<file path="src/rtl/tl45_fetch.sv">
// tl45 instruction fetch: one Wishbone read per instruction, one-entry skid for
// downstream stalls, and a drain state that swallows the response of an abandoned request.
module tl45_fetch #(
    parameter logic [31:0] RESET_PC = 32'h0000_0000,
    parameter logic [31:0] NOP_INST = 32'hF000_0000
) (
    input  logic        i_clk,
    input  logic        i_reset,
    input  logic        i_pipe_stall,
    input  logic        i_pipe_flush,
    input  logic [31:0] i_flush_pc,
    output logic        o_wb_cyc,
    output logic        o_wb_stb,
    output logic [31:0] o_wb_addr,
    input  logic        i_wb_stall,
    input  logic        i_wb_ack,
    input  logic        i_wb_err,
    input  logic [31:0] i_wb_data,
    output logic [31:0] o_buf_pc,
    output logic [31:0] o_buf_inst
);

    typedef enum logic [2:0] {S_IDLE, S_REQ, S_WAIT, S_HOLD, S_DRAIN} state_t;

    typedef struct packed {
        logic [31:0] pc;
        logic [31:0] inst;
    } fetch_t;

    state_t      r_state, w_state_nxt;
    logic [31:0] r_pc, w_pc_nxt;
    fetch_t      r_buf, w_buf_nxt;
    fetch_t      r_skid, w_skid_nxt;
    fetch_t      w_bubble;
    logic        w_term;
    logic [31:0] w_word;

    assign w_term   = i_wb_ack | i_wb_err;
    // An errored fetch still retires its slot, as a NOP at the faulting PC.
    assign w_word   = i_wb_ack ? i_wb_data : NOP_INST;
    assign w_bubble = '{pc: 32'h0, inst: NOP_INST};

    assign o_buf_pc   = r_buf.pc;
    assign o_buf_inst = r_buf.inst;

    always_ff @(posedge i_clk) begin
        if (i_reset) begin
            r_state <= S_IDLE;
            r_pc    <= RESET_PC;
            r_buf   <= w_bubble;
            r_skid  <= '0;
        end else begin
            r_state <= w_state_nxt;
            r_pc    <= w_pc_nxt;
            r_buf   <= w_buf_nxt;
            r_skid  <= w_skid_nxt;
        end
    end

    always_comb begin
        w_state_nxt = r_state;
        w_pc_nxt    = r_pc;
        w_skid_nxt  = r_skid;
        // Decode latches every non-stalled edge, so anything not delivered is a bubble.
        w_buf_nxt   = i_pipe_stall ? r_buf : w_bubble;
        o_wb_cyc    = 1'b0;
        o_wb_stb    = 1'b0;
        o_wb_addr   = r_pc;

        case (r_state)
            S_IDLE: w_state_nxt = S_REQ;
            S_REQ: begin
                o_wb_cyc = 1'b1;
                o_wb_stb = 1'b1;
                if (!i_wb_stall) w_state_nxt = S_WAIT;
            end
            S_WAIT: begin
                o_wb_cyc = 1'b1;
                if (w_term) begin
                    w_pc_nxt = r_pc + 32'd1;
                    if (i_pipe_stall) begin
                        w_skid_nxt  = '{pc: r_pc, inst: w_word};
                        w_state_nxt = S_HOLD;
                    end else begin
                        w_buf_nxt   = '{pc: r_pc, inst: w_word};
                        w_state_nxt = S_REQ;
                    end
                end
            end
            S_HOLD: begin
                if (!i_pipe_stall) begin
                    w_buf_nxt   = r_skid;
                    w_state_nxt = S_REQ;
                end
            end
            S_DRAIN: begin
                o_wb_cyc = 1'b1;
                if (w_term) w_state_nxt = S_REQ;
            end
            default: w_state_nxt = S_IDLE;
        endcase

        // Flush overrides stall and any response; a request the slave still owes us is drained.
        if (i_pipe_flush) begin
            w_pc_nxt   = i_flush_pc;
            w_buf_nxt  = w_bubble;
            w_skid_nxt = '0;
            if ((r_state == S_WAIT  && !w_term) ||
                (r_state == S_REQ   && !i_wb_stall) ||
                (r_state == S_DRAIN && !w_term))
                w_state_nxt = S_DRAIN;
            else
                w_state_nxt = S_REQ;
        end
    end

endmodule

</file>
<file path="config.mk">
export PLATFORM = sky130hd
export DESIGN_NAME = tl45_fetch
export DESIGN_NICKNAME = d
export VERILOG_FILES = /design/src/rtl/tl45_fetch.sv
export SDC_FILE = /design/constraint.sdc
export NUM_CORES = 1
export LEC_CHECK = 0
export BUFFER_PORTS_ARGS = -buffer_cell sky130_fd_sc_hd__buf_4
export CELL_PAD_IN_SITES_DETAIL_PLACEMENT = 1
export CELL_PAD_IN_SITES_GLOBAL_PLACEMENT = 2
export CORE_MARGIN = 2
export CORE_UTILIZATION = 34
export CTS_CLUSTER_SIZE = 14
export DETAILED_ROUTE_END_ITERATION = 8
export MAX_ROUTING_LAYER = met4
export PLACE_DENSITY_LB_ADDON = 0.1
export SYNTH_ARGS = -nofsm -noshare
export SYNTH_HDL_FRONTEND = slang
export SYNTH_SLANG_ARGS = --single-unit
</file>
<file path="constraint.sdc">
create_clock -name i_clk -period 5.8 [get_ports i_clk]
set_input_delay 1.16 -clock i_clk [delete_from_list [all_inputs] [get_ports i_clk]]
set_output_delay 1.16 -clock i_clk [all_outputs]
set_load 0.01 [all_outputs]
</file>
After elaboration in Yosys (flattened, before gate mapping)
Cells that the tools add are included.
{ "op_classes": {"reduce_logical": 15, "bitwise_logic": 1, "muxes": 19, "add_sub_neg": 1, "n_eq_ne": 8} }
{ "op_table": {"columns": ["cell", "n"], "rows": [
  ["$mux 64", 4],
  ["$mux 32", 4],
  ["$pmux 64 s2", 1],
  ["$add 32x1->32 const B", 1],
  ["$mux 3", 6],
  ["$pmux 3 s5", 1],
  ["$ne 3x3->1 const B", 4],
  ["$eq 3x2->1 const B", 2],
  ["$reduce_and 4->1", 1],
  ["$reduce_bool 2->1", 2],
  ["$eq 3x1->1 const B", 1],
  ["$eq 3x3->1 const B", 1],
  ["$logic_and 1x1->1", 3],
  ["$logic_not 3->1", 1],
  ["$reduce_and 3->1", 1],
  ["$reduce_or 3->1", 1],
  ["$logic_not 1->1", 2],
  ["$logic_or 1x1->1", 2],
  ["$mux 1", 2],
  ["$mux 2", 1],
  ["$reduce_and 2->1", 1],
  ["$reduce_or 2->1", 1],
  ["$or 1x1->1", 1]
]} }
{ "word_totals": {"out_inout_bits": 98, "elab_cells": 50, "register_bits": 163} }

Longest topological paths before layout
{ "depth": {"word_depth": 7, "depth_mapped": 8, "ltp_nobuf": 6} }

Worst setup path before layout
Ideal clock, no wire load.
{ "synth_path": {"path_kind": "input -> register", "start": "in i_wb_ack", "end": "reg r_skid[0] (netlist bit)", "required_time_ns": 5.729, "path_stages": 7, "path_buffers": 2, "slack_ns": 3.252, "arrival_time_ns": 2.478, "setup_ns": 0.071, "cell_sequence": "clkbuf_1 -> nor2_1 -> nor2_1 -> nand2_1 -> clkbuf_1 -> nand2_1 -> a21oi_1"} }
{ "synth_via": {"elab_chain_cells": 2, "elab_cells_between_ends": 3, "cone_classes": "mux (1); bitwise (1); reduce/logical (1)"} }
{ "synth_rtl": {"columns": ["item", "line_no", "text"], "rows": [
  ["from (decl)", "16", "input logic i_wb_ack,"],
  ["$or 1x1->1", "38", "assign w_term = i_wb_ack | i_wb_err;"],
  ["$reduce_and 3->1 (no line)", null, null],
  ["to (signal assigned)", "56", "r_skid <= w_skid_nxt;"],
  ["to (decl)", "33", "fetch_t r_skid, w_skid_nxt;"]
]} }
Several ways; a longest one is shown, not always the timed one.
A chain may end at the register's enable or synchronous reset.

Final worst setup path
{ "layout_path": {"start": "in i_wb_ack", "end": "reg r_skid[22] (netlist bit)"} }
Same word-level chain as after synthesis.

==> results.md <==
* Outcome: finished clean
* Slew at the pin closest to its max-slew limit at approximately 1200 ps
* Compound-Gate Fraction of Synth Area at 18.0%
* Total track usage at between 20% and 30%
* Mapped cell area at just over 7000 µm²
* Filler cell count at approximately 2400
* Synth Area in Simple Gates at a little under a quarter
* Slew Viols, Final at 0
* Final cell count without fillers at 1221
* Slew headroom at about 18%
* CTS tree: done
* DIE AREA at 22000 µm²
* Worst vdd ir at 0.000201 V
* Final net count at a little over 1000
* Dpl cells at roughly 1200
* Main combinational cell family by area after synthesis: simple AND/OR/NAND/NOR gates
* Crit Path Class: input port to flop
* Maximum fanout along the worst path at 60
* Yosys warns at 0
* Worst skew pair latency at 430 ps
* PwrDens at a little under 300 nW/µm²
* Synth unique cells at 48
* Reg2reg setup slack at 2370 ps
* CTS HTree Levels at 4
* Arr. time, crit path at approximately 4200 ps
* Multiplexer share of the synthesized area at under 10%
* Syn_nets at between 800 and 900
* Detailed Place HPWL at between 10 and 15 mm
* Clk sink count at around 160
* CTS max path bufs at 2
* Lkg Pwr at between 3 and 4 nW
* Critical path capture point type: flop
* Via count at 6581
* Post-CTS Setup Bufs at 0
* Most used DFF post-synth: dfxtp_1
* Largest net degree at the start of global routing at 96
* Skew final at 7.68 ps
* Initial DRC Count at around 280
* Top-level I/O count at between 150 and 200
* Min-delay src: r_skid[1]$_SDFFE_PP0P_
* Setup Viol. Count Final at 0
* Die X-Extent at ~150 µm
* Vias in the first global route at roughly 7000
* Hold Path End: r_skid[1]$_SDFFE_PP0P_
* Met1 usage at around a quarter
* Die Height at 148 µm
* Post-Syn Area per Cell at around 8.6 µm²
* Layout area overhead at 27.5%
* Synthesized instance count at ~830
* Worst hold path type: flop to flop
* GR Layer Usage met2 at between 30% and 40%
* Final Cycle Share at 67.2%
* Crit path required time at 6060 ps
* Worst Setup Start Kind: input port
* Clk slew on worst S/H paths at around 70 ps
* Clock Tree Root: clkbuf_16
* Total Power at 2.61 mW
* FF-to-FF Start: r_state[1]$_SDFFE_PP0P_
* CTS Buf Count at 17
* WL per Instance at 18.6 µm
* Post-synthesis xor/xnor area fraction at under 10%
* RSZ-0062 raised after global routing: no
* Overall routed net length at approximately 23 mm
* Worst path cell trace: buf_4, nor2_1, nor2_4, nand2_2, nand2_1, a21oi_1
* Hold depth at 2
* CP peak stage delay at 920 ps
* Busiest grt layer: met2
* FP Rows at 52
* ANT nets after route at 0
* RD Place Congestion at 0.772
* Worst Hold Margin at around 460 ps
* Peak Freq at ~0.26 GHz
* PortBufs at around 170
* Drt via density at roughly 5.4
* Core Area at a little over 20000 µm²
* Endpoints failing hold at 0
* Sequential share of the synthesized area at between 40 and 50%
* Pre-antenna DRT Iters at 4
* Yosys reg bits at 163
* Async SR Flop Fraction at 0%
* Max-cap check violation count at 0
* Post-route minimum period at slightly below 4000 ps
* First-pass GRT wire length at around 36 mm
* ANT cells at 0
* Ratio of cells with drive above 1 in the final layout at between 20% and 30%
* Post-Synth Adder-Cell Area at less than 1%
* # DRC at 0
* Crit-path slowest cell: nand2_2
* Cts hold-fix bufs at 0
* RR Endpoint: r_skid[22]$_SDFFE_PP0P_
* M3 GR Usage at ~4.6%
* Setup TNS at 0 ps
* Post-CTS Resized at 0
* Initial core utilization at about a third
* Initial antenna violation count at 0
* EDFF count, synth at 0
* Grt ovf at 0
* R2R depth at 5
## area by class of cell
type | count | area [µm²] | share of cell area, %
Clock inverter | 15 | 193 | 2.13
Tap cell | 270 | 338 | 3.74
Sequential cell | 163 | 3260 | 36.1
Multi-Input combinational cell | 577 | 3480 | 38.6
Timing Repair Buffer | 174 | 1310 | 14.5
Clock buffer | 17 | 425 | 4.71
Inverter | 5 | 18.8 | 0.208
## kinds of logic (layout without fill, tap and decap cells)
group / after synthesis / after routing
AO/OA/AOI/OAI: 176 / 176
XOR/XNOR: 28 / 28
adder cells (fa/ha/maj): 1 / 1
buffers and inverters: 86 / 211
flip-flops: 163 / 163
multiplexers: 32 / 32
AND/OR/NAND/NOR: 340 / 340
## registers in the layout (all words and copies together) (netlist names)
name	flops
o_buf_inst	32
o_buf_pc	32
r_skid	64
o_wb_addr	32
r_state	3
## per-layer routing
metal | vias up | wire (µm)
met4 | 0 | 388
met1 | 3247 | 9960
met3 | 23 | 1160
li1 | 3164 | -
met2 | 147 | 11200
met5 | - | 0
## cell usage in the layout, fill, tap and decap left out, drive strengths merged, types with 2 or more instances in the layout
cell	netlist	routed
nand2b	2	2
nand2	113	113
o21a	3	3
nor3	36	36
buf	15	174
xnor2	6	6
dfxtp	163	163
a221oi	32	32
or2	2	2
xor2	22	22
o32ai	3	3
clkbuf	66	17
and4	2	2
nand3b	2	2
nand3	41	41
bufinv	0	3
nor4	5	5
nor2b	33	33
nand4b	2	2
nor2	76	76
and2	2	2
a32o	28	28
clkinv	0	3
inv	5	13
a211oi	18	18
and3	7	7
o21ai	4	4
o31ai	4	4
a21oi	70	70
a311oi	2	2
nand4	14	14
o22ai	6	6
mux2i	32	32
## synthesized netlist by cell type (3+ instances only)
master      n  area (µm²)
dfxtp_1   163        3260
nand2_1   113         424
nor2_1     76         285
a21oi_1    70         350
clkbuf_1   66         248
nand3_1    40         200
nor3_1     36         180
nor2b_1    33         206
a221oi_1   32         280
mux2i_1    32         320
a32o_1     28         280
xor2_1     22         193
nand4_1    14        87.6
a211oi_1   13        97.6
buf_2      10        50.1
and3_1      7        43.8
o22ai_1     6        37.5
xnor2_1     6        52.6
a211oi_2    5        62.6
inv_1       5        18.8
o31ai_1     4        30.0
nor4_1      3        18.8
o21a_1      3        22.5
o21ai_0     3        15.0
o32ai_1     3        26.3
## per-stage QoR
step	util, %	area, µm²	setup slack (ps)
2_1_floorplan	-	7080	3250
3_3_place_gp	41.3	8410	1610
3_5_place_dp	41.3	8410	1440
4_1_cts	44.3	9030	1890
5_1_grt	44.3	9030	1610
6_report	44.3	9030	1900
## worst max-delay path, delay by kind of cell
kind	cells	cell delay (ps)
AO/OA/AOI/OAI	1	100
buffers and inverters	1	470
AND/OR/NAND/NOR	4	2330
## worst max path at each step
| stage | startpoint | endpoint | depth (start not counted) |
|---|---|---|---|
| floorplan | i_wb_ack | r_skid[0]$_SDFFE_PP0P_ | 7 |
| global placement | i_wb_ack | r_skid[20]$_SDFFE_PP0P_ | 6 |
| detailed placement | i_wb_ack | r_skid[22]$_SDFFE_PP0P_ | 6 |
| CTS | i_wb_ack | r_skid[22]$_SDFFE_PP0P_ | 6 |
| global route | i_wb_ack | r_skid[22]$_SDFFE_PP0P_ | 6 |
| finish | i_wb_ack | r_skid[22]$_SDFFE_PP0P_ | 6 |
## where the power goes
part           internal, mW  switching (mW)
Combinational         0.106           0.127
Clock                 0.691           0.505
Sequential             1.14          0.0411
Total                  1.94           0.673
Note: power is estimated with default switching activity, not from simulation.
